`config.mk`:
```
export PLATFORM = sky130hd
export DESIGN_NAME = uart_hex_tx
export DESIGN_NICKNAME = d
export VERILOG_FILES = /design/src/rtl/uart_hex_tx_pkg.sv /design/src/rtl/uart_hex_tx_byte.sv /design/src/rtl/uart_hex_tx.sv
export SDC_FILE = /design/constraint.sdc
export NUM_CORES = 1
export LEC_CHECK = 0
export BUFFER_PORTS_ARGS = -buffer_cell sky130_fd_sc_hd__buf_4
export CORE_UTILIZATION = 40
export DETAILED_ROUTE_END_ITERATION = 6
export PLACE_DENSITY = 0.67
export SLEW_MARGIN = 20
export SYNTH_ARGS = -nofsm -noshare
export SYNTH_HDL_FRONTEND = slang
export SYNTH_SLANG_ARGS = --single-unit
```
`constraint.sdc`:
```
create_clock -name clk -period 3.5 [get_ports clk]
set_input_delay 0.35 -clock clk [delete_from_list [all_inputs] [get_ports clk]]
set_output_delay 0.35 -clock clk [all_outputs]
set_load 0.005 [all_outputs]
```
`src/rtl/uart_hex_tx_pkg.sv`:
```
// -----------------------------------------------------------------------------
// uart_hex_tx_pkg
//   Shared definitions for the calculator result UART link:
//     - ASCII constants used to build the transmitted line
//     - frame geometry of one 8N1 character
//     - sequencer state encoding
//     - nibble -> uppercase ASCII hex conversion
// -----------------------------------------------------------------------------
package uart_hex_tx_pkg;

    // ASCII characters that appear on the line
    localparam logic [7:0] ASCII_EQ   = 8'h3D;  // '=' : no overflow
    localparam logic [7:0] ASCII_V    = 8'h56;  // 'V' : overflow / carry
    localparam logic [7:0] ASCII_CR   = 8'h0D;
    localparam logic [7:0] ASCII_LF   = 8'h0A;
    localparam logic [7:0] ASCII_ZERO = 8'h30;  // '0'
    localparam logic [7:0] ASCII_A    = 8'h41;  // 'A'

    // One character on the wire: start + 8 data + stop
    localparam int FRAME_BITS = 10;

    // LOAD is the zero-length phase in which the next character is handed
    // to the byte transmitter; it is never held in the state register.
    typedef enum logic [1:0] {
        ST_IDLE = 2'd0,
        ST_LOAD = 2'd1,
        ST_SEND = 2'd2
    } state_t;

    // 0-9 -> '0'..'9', 10-15 -> 'A'..'F'
    function automatic logic [7:0] nibble_to_ascii(input logic [3:0] n);
        logic [7:0] ch;
        if (n < 4'd10) begin
            ch = ASCII_ZERO + {4'd0, n};
        end else begin
            ch = ASCII_A + {4'd0, n - 4'd10};
        end
        return ch;
    endfunction

endpackage

```
`src/rtl/uart_hex_tx_byte.sv`:
```
// -----------------------------------------------------------------------------
// uart_tx_byte
//   Sends one 8N1 character: start bit (0), d0..d7 LSB first, stop bit (1).
//   Every bit is held for exactly DIV clock cycles.
//
// Ports
//   clk        in   system clock, rising edge
//   rst        in   asynchronous, active-high reset (line forced idle-high)
//   load       in   start a new character with byte_data (wins over anything
//                   in flight, which lets the caller chain characters)
//   byte_data  in   character to send, sampled when load=1
//   tx         out  serial line, registered, idles high
//   ready      out  high during the last cycle of the stop bit
// -----------------------------------------------------------------------------
module uart_tx_byte
    import uart_hex_tx_pkg::*;
#(
    parameter int DIV = 16
) (
    input  logic       clk,
    input  logic       rst,
    input  logic       load,
    input  logic [7:0] byte_data,
    output logic       tx,
    output logic       ready
);

    localparam int               CNT_W    = (DIV > 1) ? $clog2(DIV) : 1;
    localparam logic [CNT_W-1:0] CNT_LAST = CNT_W'(DIV - 1);
    localparam logic [3:0]       BIT_LAST = 4'(FRAME_BITS - 1);

    logic [CNT_W-1:0]      baud_cnt;
    logic [3:0]            bit_idx;
    logic [FRAME_BITS-1:0] shreg;
    logic                  active;
    logic                  bit_end;

    assign bit_end = active && (baud_cnt == CNT_LAST);
    assign ready   = bit_end && (bit_idx == BIT_LAST);

    // The line is the LSB of the shifter; ones are shifted in behind the
    // frame so the register naturally settles back to idle-high.
    assign tx = shreg[0];

    always_ff @(posedge clk or posedge rst) begin
        if (rst) begin
            baud_cnt <= '0;
            bit_idx  <= '0;
            shreg    <= '1;
            active   <= 1'b0;
        end else if (load) begin
            baud_cnt <= '0;
            bit_idx  <= '0;
            shreg    <= {1'b1, byte_data, 1'b0};
            active   <= 1'b1;
        end else if (active) begin
            if (bit_end) begin
                baud_cnt <= '0;
                shreg    <= {1'b1, shreg[FRAME_BITS-1:1]};
                if (bit_idx == BIT_LAST) begin
                    bit_idx <= '0;
                    active  <= 1'b0;
                end else begin
                    bit_idx <= bit_idx + 4'd1;
                end
            end else begin
                baud_cnt <= baud_cnt + CNT_W'(1);
            end
        end
    end

endmodule

```
`src/rtl/uart_hex_tx.sv`:
```
// -----------------------------------------------------------------------------
// uart_hex_tx
//   Outbound PC link for calculator results. On an accepted start the result
//   word and overflow flag are latched and one ASCII line is sent over 8N1:
//     flag char ('=' or 'V'), NIBBLES uppercase hex digits MS nibble first,
//     CR, LF.
//   Characters are chained with no idle gap; a new line may be requested in
//   the cycle that done is high, giving back-to-back lines.
//
// Ports
//   clk    in   system clock, rising edge
//   rst    in   asynchronous, active-high reset; aborts any line in flight
//   start  in   1-cycle request, accepted only while busy=0
//   data   in   result word (4*NIBBLES bits), sampled on the accepted start
//   cout   in   overflow/carry flag, sampled with data
//   tx     out  UART line, idles high
//   busy   out  high while a line is in flight (low in the done cycle)
//   done   out  1-cycle pulse in the last cycle of the final stop bit
// -----------------------------------------------------------------------------
module uart_hex_tx
    import uart_hex_tx_pkg::*;
#(
    parameter int CLK_HZ  = 100_000_000,
    parameter int BAUD    = 9600,
    parameter int NIBBLES = 10
) (
    input  logic                 clk,
    input  logic                 rst,
    input  logic                 start,
    input  logic [4*NIBBLES-1:0] data,
    input  logic                 cout,
    output logic                 tx,
    output logic                 busy,
    output logic                 done
);

    localparam int DATA_W = 4 * NIBBLES;
    localparam int DIV    = CLK_HZ / BAUD;
    localparam int NCHARS = NIBBLES + 3;
    localparam int CHAR_W = $clog2(NCHARS);

    localparam logic [CHAR_W-1:0] LAST_IDX = CHAR_W'(NCHARS - 1);

    state_t              state;
    state_t              state_nxt;
    state_t              phase;
    logic [CHAR_W-1:0]   char_idx;
    logic [DATA_W-1:0]   data_q;
    logic                cout_q;
    logic                last_char;
    logic                accept;
    logic                advance;
    logic                byte_load;
    logic                byte_ready;
    logic [7:0]          byte_sel;

    // Character at position idx of the line built from (word, flag):
    //   0 -> flag, 1..NIBBLES -> hex digits MS first, then CR, then LF.
    function automatic logic [7:0] char_at(input logic [CHAR_W-1:0] idx,
                                           input logic [DATA_W-1:0] word,
                                           input logic              flag);
        logic [7:0] ch;
        ch = ASCII_LF;
        if (idx == '0) begin
            ch = flag ? ASCII_V : ASCII_EQ;
        end else if (idx == CHAR_W'(NIBBLES + 1)) begin
            ch = ASCII_CR;
        end else if (idx == CHAR_W'(NIBBLES + 2)) begin
            ch = ASCII_LF;
        end else begin
            for (int i = 0; i < NIBBLES; i++) begin
                if (idx == CHAR_W'(i + 1)) begin
                    ch = nibble_to_ascii(word[DATA_W-4-4*i +: 4]);
                end
            end
        end
        return ch;
    endfunction

    assign last_char = (char_idx == LAST_IDX);

    // Sequencer: next state, handshake outputs and the character to load.
    always_comb begin
        state_nxt = state;
        phase     = state;
        accept    = 1'b0;
        advance   = 1'b0;
        busy      = 1'b0;
        done      = 1'b0;

        case (state)
            ST_IDLE: begin
                if (start) begin
                    accept    = 1'b1;
                    state_nxt = ST_SEND;
                end
            end
            ST_SEND: begin
                busy = 1'b1;
                if (byte_ready) begin
                    if (last_char) begin
                        // Final stop bit ends this cycle: the line is over,
                        // so a new request can be taken on this very edge.
                        done = 1'b1;
                        busy = 1'b0;
                        if (start) begin
                            accept = 1'b1;
                        end else begin
                            state_nxt = ST_IDLE;
                        end
                    end else begin
                        advance = 1'b1;
                    end
                end
            end
            default: begin
                state_nxt = ST_IDLE;
            end
        endcase

        if (accept || advance) begin
            phase = ST_LOAD;
        end

        // The first character comes straight from the inputs so the start
        // bit appears the cycle after accept; later ones use the latch.
        if (accept) begin
            byte_sel = char_at('0, data, cout);
        end else begin
            byte_sel = char_at(char_idx + CHAR_W'(1), data_q, cout_q);
        end
    end

    assign byte_load = (phase == ST_LOAD);

    always_ff @(posedge clk or posedge rst) begin
        if (rst) begin
            state    <= ST_IDLE;
            char_idx <= '0;
            data_q   <= '0;
            cout_q   <= 1'b0;
        end else begin
            state <= state_nxt;
            if (accept) begin
                data_q   <= data;
                cout_q   <= cout;
                char_idx <= '0;
            end else if (advance) begin
                char_idx <= char_idx + CHAR_W'(1);
            end else if (done) begin
                char_idx <= '0;
            end
        end
    end

    uart_tx_byte #(
        .DIV (DIV)
    ) u_tx_byte (
        .clk       (clk),
        .rst       (rst),
        .load      (byte_load),
        .byte_data (byte_sel),
        .tx        (tx),
        .ready     (byte_ready)
    );

endmodule

```
Yosys cells after proc, flatten, opt, wreduce, memory -nomap -nowiden
Index checks and enable logic that the tools add are counted.
Storage, ports and cells
  register bits after elaboration: 76
  output and inout bits: 3
Cells by class
  add/subtract/negate cells: 33
  $lt $le $gt $ge: 10
  eq/ne operators: 21
  mux-type cells: 61
  reductions and logical operators: 10
Operators by type and width (count)
  $mux W8: 24
  $add A7 B4 Y8 const A: 10
  $add A6 B4 Y7 const A: 10
  $mux W14: 3
  $lt A4 B4 Y1 const B: 10
  $sub A4 B4 Y4 const B: 10
  $mux W10: 3
  $eq A4 B4 Y1 const B: 7
  $mux W4: 7
  $eq A4 B3 Y1 const B: 4
  $mux W1: 15
  $add A14 B1 Y14 const B: 1
  $eq A14 B14 Y1 const B: 1
  $mux W7: 2
  $mux W2: 5
  $add A4 B1 Y4 const B: 2
  $eq A4 B2 Y1 const B: 2
  $ne A2 B2 Y1 const B: 4
  $eq A4 B1 Y1 const B: 1
  $logic_not A4 Y1: 1
  $pmux W2 S2: 1
  $reduce_and A4 Y1: 1
  $reduce_bool A2 Y1: 2
  $reduce_bool A3 Y1: 1
  7 further kinds: 8

Longest topological paths before layout
  depth in word-level cells: 18
  depth in mapped cells: 12
  mapped depth without buffers: 9

Hierarchy
From an unflattened synthesis, not the netlist that was laid out.
Unflattened totals
  cells, all modules: 669
  area, all modules: 5479.0 µm²
Modules (own cells, without submodules)
  uart_hex_tx: instances 1, cells an instance 522, area an instance 4028.9 µm²
  uart_tx_byte: instances 1, cells an instance 147, area an instance 1450.1 µm²

Worst setup path after synthesis
No wires, ideal clock.
  path kind: register to register
  start: register u_tx_byte.baud_cnt[4]
  end: register data_q[11]
  library setup time: 125 ps
  arrival: 2493 ps
  required time: 3375 ps
  path slack: 882 ps
  stages on the path, launching flop included: 7
  buffers on the path: 1
  period minus slack after synthesis: 2618 ps
  cells stage by stage: dfrtp_1 -> or4b_1 -> or4_4 -> o31ai_1 -> and2_1 -> buf_2 -> mux2_2
Between the ends
  word-level cells in the longest chain between the ends: 5
RTL lines
  start: declaration: RTL line uart_hex_tx_byte.sv:32  | logic [CNT_W-1:0] baud_cnt;
  start signal: assignment: RTL line uart_hex_tx_byte.sv:67  | baud_cnt <= baud_cnt + CNT_W'(1);
  $eq A14 B14 Y1: RTL line uart_hex_tx_byte.sv:38  | assign bit_end = active && (baud_cnt == CNT_LAST);
  $logic_and A1 B1 Y1: RTL line uart_hex_tx_byte.sv:38
  $logic_and A1 B1 Y1: RTL line uart_hex_tx_byte.sv:39  | assign ready = bit_end && (bit_idx == BIT_LAST);
  $mux W1: RTL line uart_hex_tx.sv:100  | if (byte_ready) begin
  $pmux W1 S2: RTL line uart_hex_tx.sv:91  | case (state)
  end signal: assignment: RTL line uart_hex_tx.sv:145  | data_q <= data;
  end: declaration: RTL line uart_hex_tx.sv:48  | logic [DATA_W-1:0] data_q;
No other way between the ends.
A chain may end at the register's enable or synchronous reset.

Final worst setup path
  start: register u_tx_byte.baud_cnt[4]
  end: register data_q[27]
Same word-level chain as after synthesis.

==> impl_metrics.json <==
{
  "status": "completed",
  "syn_nets": 709,
  "dpl.hpwl_um": 10300,
  "regToRegSetupSlack_ns": 0.40,
  "synth_top_area_share_pct": 30.7,
  "routed_wl_um": 13700,
  "async_flop_share_pct": 100,
  "r2r-start": "u_tx_byte.baud_cnt[4]$_DFFE_PP0P_",
  "clock_sinks": 74,
  "tritoncts": "built",
  "core_area_um2": 12800,
  "dr.pass1.iters": 5,
  "stdcell_area_um2": 6170,
  "synthTopCellsByArea": "dfrtp_1, ha_1, o21ai_0",
  "htree_levels": 3,
  "io_buffers": 46,
  "rows": 41,
  "yosysSeqAreaShare_pct": 35.1,
  "synth_area_um2": 5300,
  "clockBufferDepth": 2,
  "clk_latency_ns": 0.35,
  "worstMarginPinSlew_ns": 0.919,
  "syn_area_per_cell_um2": 8.32,
  "r2r_cells": 6,
  "synth_ff_type": "dfrtp_1",
  "multi_input_area_um2": 3130,
  "cp.required_ns": 3.73,
  "ctsResizeCount": 0,
  "synth_seq_cells": 74,
  "pin_count": 47,
  "worstReg2RegEnd": "data_q[27]$_DFFE_PP0P_",
  "vias": 4845,
  "syn_inst": 637,
  "fin_crit_sh_pct": 88.4,
  "synthXorXnorAreaFrac_pct": 4.96,
  "crit_fanout": 34,
  "ir_drop_mv": 0.231,
  "max_cap_violations": 0,
  "synth_compound_area_share_pct": 23.9,
  "worstSetupStartpointType": "register",
  "syn_to_final_growth_pct": 16.3,
  "leakage_nw": 2.83,
  "drive_gt1_share_pct": 18.1,
  "yosys_warnings": 0,
  "start_util_pct": 41.5,
  "synth_simple_gate_area_share_pct": 19.3,
  "synth.distinct_cells": 68,
  "ant_nets": 0,
  "cts_hold_buffers": 0,
  "post_cts_buffers": 0,
  "synth_fa_ha_area_share_pct": 6.61,
  "power_density_nw_per_um2": 339,
  "grt_usage_pct": 21.8,
  "hold_violations": 0,
  "avgRoutedWirePerCell_um": 16.0,
  "diodes": 0,
  "synth_top_area_cell": "dfrtp_1",
  "clock_skew_ns": 0.0113,
  "synth_edf_count": 0,
  "numCtsBuffers": 9,
  "cts_root_buf": "clkbuf_16",
  "dieWidth_um": 117,
  "routed_via_density": 5.65,
  "fmax_mhz": 323,
  "hold_path_class": "input port to asynchronous set/reset pin",
  "drt_iter0_drc": 309,
  "tns_ns": 0,
  "route.detailed.drc": 0,
  "fin_crit_ns": 3.10,
  "fillers": 1230,
  "place_area_um2": 5840,
  "finalNetCount": 752,
  "place.gp.congestion": 0.884,
  "critical_path_class": "register to register",
  "cp.arrival_ns": 3.33,
  "synth_top_family_by_area": "compound AO/OA/AOI/OAI gates",
  "crit_path_end_kind": "register",
  "grt_max_degree": 52,
  "die_y_um": 117,
  "grt_pass1_vias": 4679,
  "grt_pass1_wl_um": 22800,
  "clk_pin_slew_ns": 0.06,
  "synth.area.mux_share_pct": 4.25,
  "dieArea_um2": 13700,
  "seqCellArea_um2": 1860,
  "rsz0062_at_grt": "no",
  "final_max_slew_viol_count": 0,
  "antenna_found_initial": 0,
  "gr-total-overflow": 0,
  "setup_viol": 0,
  "max_slew_margin_pct": 38.7
}
area by class of cell:
cell class                      count  area share [%]
Sequential cell                    74            30.2
Inverter                           46            2.82
Tap cell                          172            3.49
Multi-Input combinational cell    488            50.8
Clock buffer                        9            3.65
Timing Repair Buffer               61            7.43
Clock inverter                      7            1.62
metal layers:
| metal | routed length [µm] | GRT usage [%] | vias up |
|---|---|---|---|
| met4 | 482 | 11.4 | 0 |
| met1 | 6250 | 27.4 | 2324 |
| met5 | 0 | 0 | - |
| met2 | 6540 | 36.2 | 106 |
| li1 | - | - | 2385 |
| met3 | 430 | 3.35 | 30 |
cells in the final DEF, fill, tap and decap left out, drive strengths merged, types with 15 or more instances in the layout:
cell,n
mux2,20
xor2,16
buf,61
dfrtp,65
inv,47
nor3,16
ha,28
a21oi,58
nor2,51
a211oi,15
nand3,16
o21ai,67
nand2,58
o22ai,20
cell families after synthesis:
| logic type | count (synthesis) |
|---|---|
| XOR/XNOR | 30 |
| adder cells (fa/ha/maj) | 28 |
| AND/OR/NAND/NOR | 202 |
| multiplexers | 20 |
| flip-flops | 74 |
| AO/OA/AOI/OAI | 208 |
| buffers and inverters | 75 |
synth_stat cells, types with 4 or more instances:
library cell,n
a211oi_1,14
a21o_1,4
a21oi_1,57
a31oi_1,9
and2_1,5
and3_1,4
buf_2,6
clkbuf_1,18
dfrtp_1,65
dfstp_2,9
ha_1,28
inv_1,46
mux2_2,20
nand2_1,58
nand2b_1,7
nand3_1,16
nand4_1,5
nor2_1,50
nor2b_1,8
nor3_1,16
nor4_1,6
o211ai_1,4
o21ai_0,64
o22ai_1,20
or3_1,5
xnor2_1,14
xor2_1,16
stage by stage:
step	setup WS [ns]	cells	utilization (%)	hold slack, ns	power [mW]
after floorplan	0.882	637	-	0.448	1.01
after global placement	0.509	841	45.7	0.463	1.06
after detailed placement	0.421	841	45.7	0.469	1.07
after CTS	0.404	857	48.3	0.193	2.11
after global routing	0.237	857	48.3	0.211	2.16
final	0.405	857	48.3	0.159	2.09
critical path, cell delays in order (launching register included):
cell and delay, ns:
dfrtp_1 0.42, or4b_1 0.56, or4_4 0.67, o31ai_1 0.38, and2_2 0.23, buf_4 0.31
mux2_2 0.38
sequential cells by signal, summed over array words and instances (netlist names):
signal	cells
data_q	40
u_tx_byte.baud_cnt	14
u_tx_byte.shreg	9
char_idx	4
u_tx_byte.bit_idx	4
cout_q	1
state	1
u_tx_byte.active	1
power by group:
part	switching (mW)	leakage (nW)	internal, mW
combinational	0.0597	1.82	0.0643
clock	0.402	0.160	0.631
sequential	0.0416	0.840	0.892
how the worst max path moves through the flow:
stage / startpoint / to / depth (start not counted)
global placement: u_tx_byte.baud_cnt[4]$_DFFE_PP0P_ / data_q[23]$_DFFE_PP0P_ / 6
global route: u_tx_byte.baud_cnt[4]$_DFFE_PP0P_ / data_q[31]$_DFFE_PP0P_ / 6
detailed placement: u_tx_byte.baud_cnt[4]$_DFFE_PP0P_ / data_q[32]$_DFFE_PP0P_ / 6
finish: u_tx_byte.baud_cnt[4]$_DFFE_PP0P_ / data_q[27]$_DFFE_PP0P_ / 6
floorplan: u_tx_byte.baud_cnt[4]$_DFFE_PP0P_ / data_q[11]$_DFFE_PP0P_ / 6
CTS: u_tx_byte.baud_cnt[4]$_DFFE_PP0P_ / data_q[27]$_DFFE_PP0P_ / 6
No activity file was read; power rests on OpenSTA's default activity.
